--- src/rtl/bus_drive_arbiter.sv ---
// bus_drive_arbiter
//
// Round-robin owner selection for the shared 32-bit tri-state data bus. Produces the
// registered one-hot drive enables (dcontrol) that gate each driver onto the bus, and
// forces an all-low turnaround gap between successive owners so two drivers can never
// be enabled on the same cycle.
//
// Ports:
//   clk      - system clock, rising edge
//   rst_n    - asynchronous active-low reset; drops all enables immediately
//   req      - per-driver bus request, held high while the driver wants the bus
//   dcontrol - registered one-hot drive enable, bit i lets driver i drive the bus
//   gnt_id   - index of the current owner, meaningful only while bus_busy is high
//   bus_busy - registered, high whenever any dcontrol bit is high
//   preempt  - one-cycle pulse when an owner is removed by the hold limit
//
// Build option:
//   BUS_ARB_HOLD_LIMIT_EN - when defined, an owner that has held the bus for MAX_HOLD
//   cycles while another driver is waiting is forcibly released. When undefined, an
//   owner keeps the bus until it drops req and preempt is tied low.

module bus_drive_arbiter #(
  parameter int unsigned NREQ     = 4,
  parameter int unsigned TURN_CYC = 1,
  parameter int unsigned MAX_HOLD = 16
) (
  input  logic            clk,
  input  logic            rst_n,
  input  logic [NREQ-1:0] req,
  output logic [NREQ-1:0] dcontrol,
  output logic [2:0]      gnt_id,
  output logic            bus_busy,
  output logic            preempt
);

  typedef enum logic [1:0] {StIdle, StOwn, StTurn} state_e;

  state_e          state_q, state_d;
  logic [2:0]      rr_ptr_q, rr_ptr_d;
  logic [2:0]      owner_q, owner_d;
  logic [7:0]      hold_cnt_q, hold_cnt_d;
  logic [2:0]      turn_cnt_q, turn_cnt_d;
  logic [NREQ-1:0] dcontrol_q, dcontrol_d;
  logic            busy_q, busy_d;

  // Round-robin pick: rotate req so rr_ptr lands on bit 0, take the lowest set bit,
  // then map that offset back to an absolute driver index.
  logic [NREQ-1:0] req_rot;
  logic [2:0]      first_off;
  logic [3:0]      win_sum;
  logic [2:0]      winner;

  assign req_rot = NREQ'({req, req} >> rr_ptr_q);

  always_comb begin
    first_off = '0;
    for (int i = NREQ - 1; i >= 0; i--) begin
      if (req_rot[i]) first_off = 3'(i);
    end
  end

  always_comb begin
    win_sum = {1'b0, rr_ptr_q} + {1'b0, first_off};
    if (win_sum >= 4'(NREQ)) win_sum = win_sum - 4'(NREQ);
  end

  assign winner = 3'(win_sum);

  // In StOwn dcontrol_q is exactly the owner's bit, so masking req with it avoids a
  // variable-index select.
  logic owner_req, others_req, hold_hit, release_ev, preempt_ev;

  assign owner_req  = |(req & dcontrol_q);
  assign others_req = |(req & ~dcontrol_q);

`ifdef BUS_ARB_HOLD_LIMIT_EN
  assign hold_hit = (hold_cnt_q == 8'(MAX_HOLD - 1)) && others_req;
`else
  assign hold_hit = 1'b0;
`endif

  // An owner dropping req on the same edge the limit fires is an ordinary release,
  // so preempt is only raised when the owner still wanted the bus.
  assign release_ev = (state_q == StOwn) && (!owner_req || hold_hit);
  assign preempt_ev = (state_q == StOwn) && owner_req && hold_hit;

  // State register
  always_ff @(posedge clk or negedge rst_n) begin
    if (!rst_n) begin
      state_q    <= StIdle;
      rr_ptr_q   <= '0;
      owner_q    <= '0;
      hold_cnt_q <= '0;
      turn_cnt_q <= '0;
      dcontrol_q <= '0;
      busy_q     <= 1'b0;
    end else begin
      state_q    <= state_d;
      rr_ptr_q   <= rr_ptr_d;
      owner_q    <= owner_d;
      hold_cnt_q <= hold_cnt_d;
      turn_cnt_q <= turn_cnt_d;
      dcontrol_q <= dcontrol_d;
      busy_q     <= busy_d;
    end
  end

  // Next-state logic
  always_comb begin
    state_d    = state_q;
    rr_ptr_d   = rr_ptr_q;
    owner_d    = owner_q;
    hold_cnt_d = hold_cnt_q;
    turn_cnt_d = turn_cnt_q;
    unique case (state_q)
      StIdle: begin
        if (|req) begin
          state_d    = StOwn;
          owner_d    = winner;
          hold_cnt_d = '0;
        end
      end
      StOwn: begin
        if (hold_cnt_q != 8'hff) hold_cnt_d = hold_cnt_q + 8'd1;
        if (release_ev) begin
          rr_ptr_d = (owner_q == 3'(NREQ - 1)) ? 3'd0 : owner_q + 3'd1;
          if (TURN_CYC == 0) begin
            state_d = StIdle;
          end else begin
            state_d    = StTurn;
            turn_cnt_d = 3'(TURN_CYC - 1);
          end
        end
      end
      StTurn: begin
        if (turn_cnt_q == '0) begin
          state_d = StIdle;
        end else begin
          turn_cnt_d = turn_cnt_q - 3'd1;
        end
      end
      default: state_d = StIdle;
    endcase
  end

  // Registered output next values
  always_comb begin
    dcontrol_d = dcontrol_q;
    busy_d     = busy_q;
    unique case (state_q)
      StIdle: begin
        if (|req) begin
          dcontrol_d = {{(NREQ - 1){1'b0}}, 1'b1} << winner;
          busy_d     = 1'b1;
        end
      end
      StOwn: begin
        if (release_ev) begin
          dcontrol_d = '0;
          busy_d     = 1'b0;
        end
      end
      default: begin
        dcontrol_d = '0;
        busy_d     = 1'b0;
      end
    endcase
  end

`ifdef BUS_ARB_HOLD_LIMIT_EN
  logic preempt_q;

  always_ff @(posedge clk or negedge rst_n) begin
    if (!rst_n) begin
      preempt_q <= 1'b0;
    end else begin
      preempt_q <= preempt_ev;
    end
  end

  assign preempt = preempt_q;
`else
  logic unused_hold_cfg;

  assign unused_hold_cfg = ^{preempt_ev, others_req, 8'(MAX_HOLD)};
  assign preempt         = 1'b0;
`endif

  assign dcontrol = dcontrol_q;
  assign gnt_id   = owner_q;
  assign bus_busy = busy_q;

endmodule

--- config.mk ---
export PLATFORM = sky130hd
export DESIGN_NAME = bus_drive_arbiter
export DESIGN_NICKNAME = d
export VERILOG_FILES = /design/src/rtl/bus_drive_arbiter.sv
export SDC_FILE = /design/constraint.sdc
export NUM_CORES = 1
export LEC_CHECK = 0
export CORE_ASPECT_RATIO = 1.1
export CORE_MARGIN = 5
export CORE_UTILIZATION = 32
export DETAILED_ROUTE_END_ITERATION = 10
export PLACE_DENSITY_LB_ADDON = 0.3
export SLEW_MARGIN = 10
export SYNTH_ARGS = -nofsm -noshare
export SYNTH_HDL_FRONTEND = slang
export SYNTH_SLANG_ARGS = --single-unit
export TNS_END_PERCENT = 20
--- constraint.sdc ---
create_clock -name clk -period 4.4 [get_ports clk]
set_input_delay 0.88 -clock clk [delete_from_list [all_inputs] [get_ports clk]]
set_output_delay 0.88 -clock clk [all_outputs]
set_load 0.01 [all_outputs]
---- Yosys cells after proc, flatten, opt, wreduce, memory -nomap -nowiden ----
Index checks and enable logic that the tools add are counted.
cells by class
  equality and inequality tests ........... 7
  reduce and logical (&&, ||, !) cells .... 12
  magnitude comparators ................... 1
  add/sub/neg operators ................... 4
  mux-type cells .......................... 19
  shifts and indexed selects .............. 2
  bitwise operators ....................... 1
operators by type and width
  operator               count
  $mux W2                7
  $mux W3                4
  $mux W4                2
  $ne A2 B2 Y1 const B   4
  $pmux W4 S2            1
  $reduce_or A4 Y1       2
  $shr A8 B3 Y4          1
  $pmux W2 S3            1
  $pmux W3 S2            1
  $reduce_and A2 Y1      3
  $reduce_and A3 Y1      2
  $add A3 B2 Y4          1
  $and A4 B4 Y4          1
  $ge A4 B3 Y1 const B   1
  $shl A1 B3 Y4 const A  1
  $add A3 B1 Y3 const B  1
  $eq A3 B2 Y1 const B   1
  $logic_not A3 Y1       1
  $sub A3 B1 Y3 const B  1
  $sub A3 B3 Y3 const B  1
  $eq A2 B1 Y1 const B   1
  $eq A2 B2 Y1 const B   1
  $logic_not A2 Y1       1
  $mux W1                2
  other kinds (4)        4
word-level totals
  logic and storage cells ................. 52
  register bits after elaboration ......... 16
  output and inout bits ................... 9

---- Logic depth before layout (Yosys ltp) ----
Gate-level depths: netlist of run 1.
  depth in word-level cells ............... 11
  depth in mapped cells ................... 10
  depth with buffers taken out ............ 9

---- Worst setup path before layout of run 1 ----
Ideal clock, no wire load.
  kind .................................... input port to flip-flop
  start point ............................. input port req[3]
  end point ............................... register dcontrol_q[0] (netlist: dcontrol[0])
  arrival ................................. 2.576 ns
  buffers on the path ..................... 1
  setup slack ............................. 1.714 ns
  stages on the path ...................... 9
  data required time ...................... 4.290 ns
  cells stage by stage .................... buf_2 > a2111oi_0 > nor3_1 > o21ai_0 > ha_1 > a21o_1 > nand3_1 > nand2_1 > o41ai_1
on the way
  word-level cells in the longest chain between the ends .. 11
  elaborated cells on any way between the ends .. 20
RTL lines
  item                                                  line  text
  start: declaration                                    29    input logic [NREQ-1:0] req,
  $shr A8 B3 Y4                                         53    assign req_rot = NREQ'({req, req} >> rr_ptr_q);
  $mux W2 (4 in series)                                 58    if (req_rot[i]) first_off = 3'(i);
  $add A3 B2 Y4                                         63    win_sum = {1'b0, rr_ptr_q} + {1'b0, first_off};
  $ge A4 B3 Y1 / $sub A3 B3 Y3 (equally long branches)  64    if (win_sum >= 4'(NREQ)) win_sum = win_sum - 4'(NREQ);
  $mux W3                                               64
  $shl A1 B3 Y4                                         153   dcontrol_d = {{(NREQ - 1){1'b0}}, 1'b1} << winner;
  $mux W4                                               152   if (|req) begin
  $pmux W4 S2                                           150   unique case (state_q)
  end signal: assignment                                103   dcontrol_q <= dcontrol_d;
  end: declaration                                      43    logic [NREQ-1:0] dcontrol_q, dcontrol_d;
Several ways; a longest one is shown, not always the timed one. The select of a mux whose other input is x is not followed.
A chain may end at the register's enable or synchronous reset.

---- Worst setup path after layout of run 1 ----
  start point ............................. input port req[0]
  end point ............................... register dcontrol_q[2] (netlist: dcontrol[2])
Same word-level chain as after synthesis.

==> summary.md, run 1 <==
The flow ran to the end, and the final reports show no timing, DRC or antenna violations. In the routed design, unresolved DRC markers number 0. Counting every net in the synthesized netlist gives 116.

Counting flops and latches in the post-synthesis netlist gives 16. The hold slack is 0.482 ns, and the slew at the pin closest to its max-slew limit is 0.696 ns. The number of buffers created by CTS came out at 3. The core footprint came out at 0.00300 mm².

After synthesis, the most frequently instantiated cells are 16 x dfrtp_1, 11 x nand2_1, 9 x o21ai_0, 8 x inv_1, 6 x nand3_1. The starting density of the core came out at 32.5%. The arrival time at the worst endpoint was 3.37 ns; the synthesized area divided by synthesized cell count was 9.37 µm².

The count of final hold-check violations is 0, and the final global-route overflow total is 0. Setup skew after layout: 0.00186 ns. Summing every instance area after synthesis gives 975 µm².

After synthesis, the cell types taking the most area are dfrtp_1 41%, ha_1 6.4%, o21ai_0 4.6%, nand2_1 4.2%, o41ai_1 3.6%. The logs give 1 for the number of H-tree levels and 104 for the cell count after synthesis. Across the run, the number of max-cap violations was 0. The run gives 0 ns as the setup TNS after final layout. In the final routed layout, each cell accounts on average for 13.2 µm. The net count of the finished layout is 129. Count of final max-slew check failures: 0. During synthesis, Yosys emitted a total of 0 warnings. The number of sinks handled by clock tree synthesis is 16.

STA classifies the critical path startpoint as an input pin. After layout, the worst path uses 72.7% of the clock period. Across all layers, the routed design uses 802 vias. The minimum period implied by the final worst setup slack was 3.20 ns; the maximum buffer depth of the clock tree was 2. In this run the tool buffered the top-level ports with 13 buffer cells. The main flop type after synthesis was dfrtp_1. The initialized floorplan defines 21 standard-cell rows. The first detailed-routing pass took 4 iterations. Routability-driven placement finished with a final weighted congestion of 0.761.

Summed over all layers, the routed wires come to 1.98 mm. STA classifies the critical path endpoint as a flip-flop. Data on the critical path is required at its endpoint by 4.57 ns.

The first global-routing pass estimated 3.35 mm of wire. Summed over all cells, the static leakage comes to 0.000501 µW. After synthesis, the largest family of logic cells by area is simple AND/OR/NAND/NOR gates. The run gives 1.52 mm as the detailed-placement wirelength estimate. Post-CTS repair changed the size of 0 cells. The run gives 15 as the count of boundary I/O pins. The largest total area in the synthesized netlist belongs to dfrtp_1. The die covers 0.00425 mm².

The synthesized design devotes to its leading area cell type 41.1% of total area. Based on the critical path, the design can be clocked at up to 312 MHz. The logs give 0 for the number of antenna violations at the first check in global routing and 35 for the count of unique library cells instantiated by Yosys. The tools report the number of post-CTS setup repair buffers as 0.

The via count of the first global-routing pass came out at 755. For this run, asynchronously set or reset flops after synthesis account for 100%. The ratio of cells with drive above 1 in the final layout was 9.48%; the clock transition time at the flip-flop clock pins of the worst setup and hold paths was 0.09 ns. Sequential cells were found to cover 41.1% of the synthesized design area.

The setup path with the least slack is of type input pin to flip-flop. Entering global routing, the biggest net connects 17 pins. Summing the areas of all compound-gate instances in the mapped netlist gives 18.2% of the synthesized area.

In this run the tightest slew margin relative to its limit is 53.5%. In the routed layout, each cell is associated on average with a via count of 5.35. VDD sags by at most 0.291 mV. TritonCTS built the clock tree. Counting flops with a built-in enable in the synthesized netlist gives 0. Setup repair after global routing left no endpoint under its margin. Summing the areas of all xor and xnor instances in the mapped netlist gives 0% of the synthesized area.

Setup violations remaining at the end of the flow were counted as 0. In this run the worst path has a maximum fanout of 8. Fill cells in the final layout number 319. Compared with the post-synthesis result, the final layout area differs by 18.1%. Power spread over the standard cell area amounts to 604 mW/mm². The class of the most critical hold timing path is flip-flop to flip-flop. The floorplan step set the die width to 62.6 µm.

The remaining antenna violation count was 0. The floorplan step set the die height to 67.9 µm. The first-iteration detailed-routing DRC count was 41. The mux share of post-synthesis cell area was 4.36%; the number of antenna cells inserted was 0. The hold-fix buffer count after cts is 0. The latest clock arrival within the worst-skew pair is 0.28 ns.

The total global-route track usage is 10.0%, and the area fraction in and, or, nand and nor cells after synthesis is 21.1%. The arithmetic-cell share of the synthesized area counting full adders, half adders and majority gates works out to 8.47%. The tree is rooted in a clkbuf_4. Among all cell types in the netlist, the one instantiated most often is dfrtp_1.
worst paths after layout:
| path | startpoint | endpoint | slack [ns] | cells after the start |
|---|---|---|---|---|
| hold / removal | turn_cnt_q[0] | turn_cnt_q[0] | 0.48 | 1 |
| max in group asynchronous | rst_n | dcontrol[3] | 2.95 | 1 |
| setup reg to reg | rr_ptr_q[0] | dcontrol[2] | 1.85 | 9 |
| setup / recovery | req[0] | dcontrol[2] | 1.20 | 10 |
| min in group asynchronous | rst_n | turn_cnt_q[2] | 1.01 | 1 |
| hold reg to reg | turn_cnt_q[0] | turn_cnt_q[0] | 0.48 | 1 |
flip-flops by register name (all words and copies together), names as in the netlist:
register / count
turn_cnt_q: 3
gnt_id: 3
state_q: 2
rr_ptr_q: 3
dcontrol: 4
bus_busy: 1
kinds of logic after synthesis:
kind of cell | Yosys count
mux | 4
other cells | 1
buf+inv | 13
fa+ha+maj | 6
simple gates | 38
flops | 16
compound gates | 26
layout by cell type (no fill, tap or decap), types with 4 or more instances in the layout:
cell type        netlist  routed
nand3_1                6       6
clkdlybuf4s50_1        0      13
nand2b_1               4       4
ha_1                   5       5
o41ai_1                4       4
dfrtp_1               16      16
inv_1                  8       8
o21ai_0                9       9
nand2_1               11      11
cell type report:
cell class / count / area, µm² / area share [%]
clock buffers: 4 / 36.3 / 3.15
well taps: 34 / 42.5 / 3.70
repair buffers: 13 / 130 / 11.3
inverters: 8 / 30.0 / 2.61
multi-input cells: 75 / 512 / 44.5
flip-flops and latches: 16 / 400 / 34.8
critical path, stage by stage:
cell and delay (ns):
clkdlybuf4s50_1 0.52, nand2b_1 0.20, a2111oi_0 0.40, nor3_1 0.11
o21ai_0 0.31, ha_1 0.30, a21o_1 0.15, nand3_1 0.09
nand2_1 0.11, o41ai_1 0.30
through the flow:
step	area, µm²	power, µW	setup slack [ns]	util, %	cells
after detailed placement	1110	605	0.862	37.2	146
after floorplan	975	497	1.71	-	104
after global placement	1110	599	0.953	37.2	146
after CTS	1150	704	1.18	38.4	150
after global routing	1150	765	1.02	38.4	150
final	1150	695	1.20	38.4	150
report_power, final:
part           switching (µW)  total [µW]  internal [µW]
clock network            45.1        95.5           50.4
registers                51.7         249            197
logic                     188         351            163
total                     285         695            411
routing by layer:
metal  wire length [µm]  global-route usage (%)  vias up
met4                 29                    4.77        0
met2                964                    17.2       18
met3                100                    2.30        4
met5                  0                       0        -
met1                886                    12.0      385
li1                   -                       -      395
No activity file was read; power rests on OpenSTA's default activity.
==> run 2: changes to the inputs <==
clock period = 2.7 ns   (was 4.4 ns; I/O delays follow)
==> summary.md, run 2 (same netlist as run 1, synthesis figures left out) <==
The run gives 0 (unchanged) as the number of antenna violations at the first check in global routing. The remaining antenna violation count came out at 0 (unchanged). The final net count came out at 141 (was 129). The flip-flop count of the largest register after layout works out to 4 (unchanged).

Reg2reg setup slack: 0.38 ns (was 1.85 ns). The critical path capture point type was a flip-flop (unchanged). The largest net degree at the start of global routing was 17 (unchanged). The slew at the pin closest to its max-slew limit was 0.694 ns (was 0.696 ns); the count of port buffers added during placement was 13 (unchanged). Number of fillers in the final layout: 307 (was 319). For the headroom to the max-slew limit, the log shows 53.6% (was 53.5%). TritonCTS built the clock tree. The count of final hold-check violations came out at 0 (unchanged).

The peak ir drop on the vdd network was 0.603 mV (was 0.291 mV); the number of cells traversed by the worst register-to-register path was 10 (was 9). The tools report the number of H-tree levels as 1 (unchanged). The ratio of cells with drive above 1 in the final layout came out at 24.2% (was 9.48%).

First-pass iteration count of the detailed router: 4 (unchanged). The endpoint of the worst-slack reg-to-reg timing path was dcontrol[1] (was dcontrol[2]). The logs give 0 (unchanged) for the final global-route overflow total and 2.14 mm (was 1.98 mm) for the sum of routed wire length over all layers.

The setup skew after layout was 0.00601 ns (was 0.00186 ns); the placement row count was 21 (unchanged). For the final cell area excluding filler cells, the log shows 0.00129 mm² (was 0.00115 mm²). The number of design rule violations left after detail routing is 0 (unchanged). Largest driver fanout on the critical path: 5 (was 8). The type of the worst setup path was input pin to flip-flop (unchanged). The class of the most critical hold timing path is flip-flop to flip-flop (unchanged). Synthesis-to-finish area growth: 32.2% (was 18.1%). Power per unit of standard cell area: 984 mW/mm² (was 604 mW/mm²). The sequential cell area is 400 µm² (unchanged), and the count of final max-slew check failures is 0 (unchanged). The core footprint is 0.00300 mm² (unchanged). The flow ran to the end, and the final reports show no timing, DRC or antenna violations.

The die height is 67.9 µm (unchanged), and the clock transition time at the flip-flop clock pins of the worst setup and hold paths is 0.09 ns (about the same). Latest clock arrival within the worst-skew pair: 0.28 ns (about the same). The wire length of the first global-routing pass is 3.54 mm (was 3.35 mm). The cell at the root of the clock tree is clkbuf_4 (unchanged). The mean routed wirelength per cell works out to 13.2 µm (about the same).

The cell area after placement is 0.00120 mm² (was 0.00111 mm²), and the via count of the first global-routing pass is 817 (was 755). For the number of sinks handled by clock tree synthesis, the log shows 16 (unchanged). Worst reg2reg path startpoint: rr_ptr_q[1] (was rr_ptr_q[0]). The tools report the reported max-cap violation count as 0 (unchanged). The number of buffers created by CTS was 3 (unchanged); the area of the multi-input gates was 556 µm² (was 512 µm²).

The final weighted congestion in routability-driven placement is 0.727 (was 0.761), and the share of the cycle needed by the critical path after routing is 95.7%. Sort of element at the start of the critical path: an input pin (unchanged). The run gives 43.0% (was 38.4%) as the final design utilization. The leakage power is 0.000599 µW (was 0.000501 µW).

Commonest cells after routing, fill and taps aside: 16 x dfrtp_1, 12 x buf_4, 10 x nand2_1, 10 x clkdlybuf4s50_1 (was 16 x dfrtp_1, 13 x clkdlybuf4s50_1, 11 x nand2_1). Startpoint of the lowest-slack hold path: turn_cnt_q[0] (unchanged). The logs give 0 (unchanged) for the number of endpoints failing setup at the final stage and 837 (was 802) for the number of vias in the routed layout. The worst hold path stage count is 1 (unchanged), and the full die area is 0.00425 mm² (unchanged).

For the hold-fix buffer count after cts, the log shows 0 (unchanged). Static timing analysis puts the maximum clock frequency at 387 MHz. The arrival time at the worst endpoint was 2.77 ns (was 3.37 ns). The tools report the count of boundary I/O pins as 15 (unchanged). The vias per cell works out to 5.17 (was 5.35). Setup repair after global routing left no endpoint under its margin. The start point of the critical path was req[1] (was req[0]).

The endpoint with the worst hold slack is turn_cnt_q[0] (unchanged). The total global-route track usage is 10.3% (was 10.0%). Number of antenna cells inserted: 0 (unchanged). Leading cell type in the layout, fill and taps excluded: dfrtp_1 (unchanged).

For the detailed-placement wirelength estimate, the log shows 1.63 mm (was 1.52 mm). The run gives 32.5% (unchanged) as the starting density of the core. The floorplan die width came out at 62.6 µm (unchanged). First-iteration detailed-routing DRC count: 30 (was 41).

The tools report the maximum buffer depth of the clock tree as 2 (unchanged). The worst path needs 2.58 ns of the cycle, external delays included. The tools report the critical path data required time as 2.88 ns (was 4.57 ns).
-- run 2: cell count changes in the layout (fill, tap and decap cells not counted), sizes merged --
cell           previous run  this run
clkdlybuf4s50            13        10
dlygate4sd2               0         1
dlymetal6s2s              0         2
buf                       0        12
-- run 2: report_power, final --
| part | leakage, µW | switching [µW] | internal (µW) | total [µW] |
|---|---|---|---|---|
| sequential | 0.000208 | 71.5 | 322 | 393 |
| clock | 0.0000210 | 72.7 | 82.1 | 155 |
| combinational | 0.000370 | 377 | 343 | 720 |
-- run 2: cell type report --
class | count | share of cell area, %
clock buffers | 4 | 2.82
inverters | 8 | 2.33
well taps | 34 | 3.30
repair buffers | 25 | 17.4
flip-flops and latches | 16 | 31.1
multi-input cells | 75 | 43.1
-- run 2: what timing repair did --
item | CTS | global route
gates resized for setup | 1 | 12
setup endpoints to repair | 1 | 5
pin swaps | 0 | 4
setup buffers | 0 | 1
-- run 2: how the worst max path moves through the flow --
stage | endpoint | slack [ns] | cells past startpoint
2_1_floorplan | dcontrol[0] | 0.35 | 9
3_3_place_gp | dcontrol[1] | -0.30 | 8
3_5_place_dp | dcontrol[1] | -0.30 | 8
4_1_cts | dcontrol[1] | 0.01 | 7
5_1_grt | dcontrol[0] | 0.03 | 8
6_report | dcontrol[0] | 0.12 | 8
-- run 2: per-layer routing --
metal / global-route usage [%] / vias up / part of all wire (%)
met5: 0 / - / 0
met3: 2.63 / 4 / 3.2
met4: 4.51 / 0 / 1.2
met2: 18.8 / 12 / 53
met1: 11.6 / 399 / 42
li1: - / 422 / -
-- run 2: critical path, cell delays in order --
cell and delay [ns]:
clkdlybuf4s50_1 0.48, buf_4 0.14, a21oi_1 0.04, or3_1 0.32, a32oi_1 0.23, ha_2 0.23
fa_2 0.48, o41ai_2 0.31
-- run 2: through the flow --
step / power [µW] / cells / setup TNS [ns] / worst slack, ns / hold WS [ns]
after floorplan: 810 / 104 / 0 / 0.354 / 0.244
after global placement: 1020 / 157 / -1.02 / -0.296 / 0.464
after detailed placement: 1030 / 157 / -1.27 / -0.295 / 0.470
after CTS: 1190 / 161 / 0 / 0.0104 / 0.482
after global routing: 1380 / 162 / 0 / 0.0291 / 0.522
final: 1270 / 162 / 0 / 0.116 / 0.484
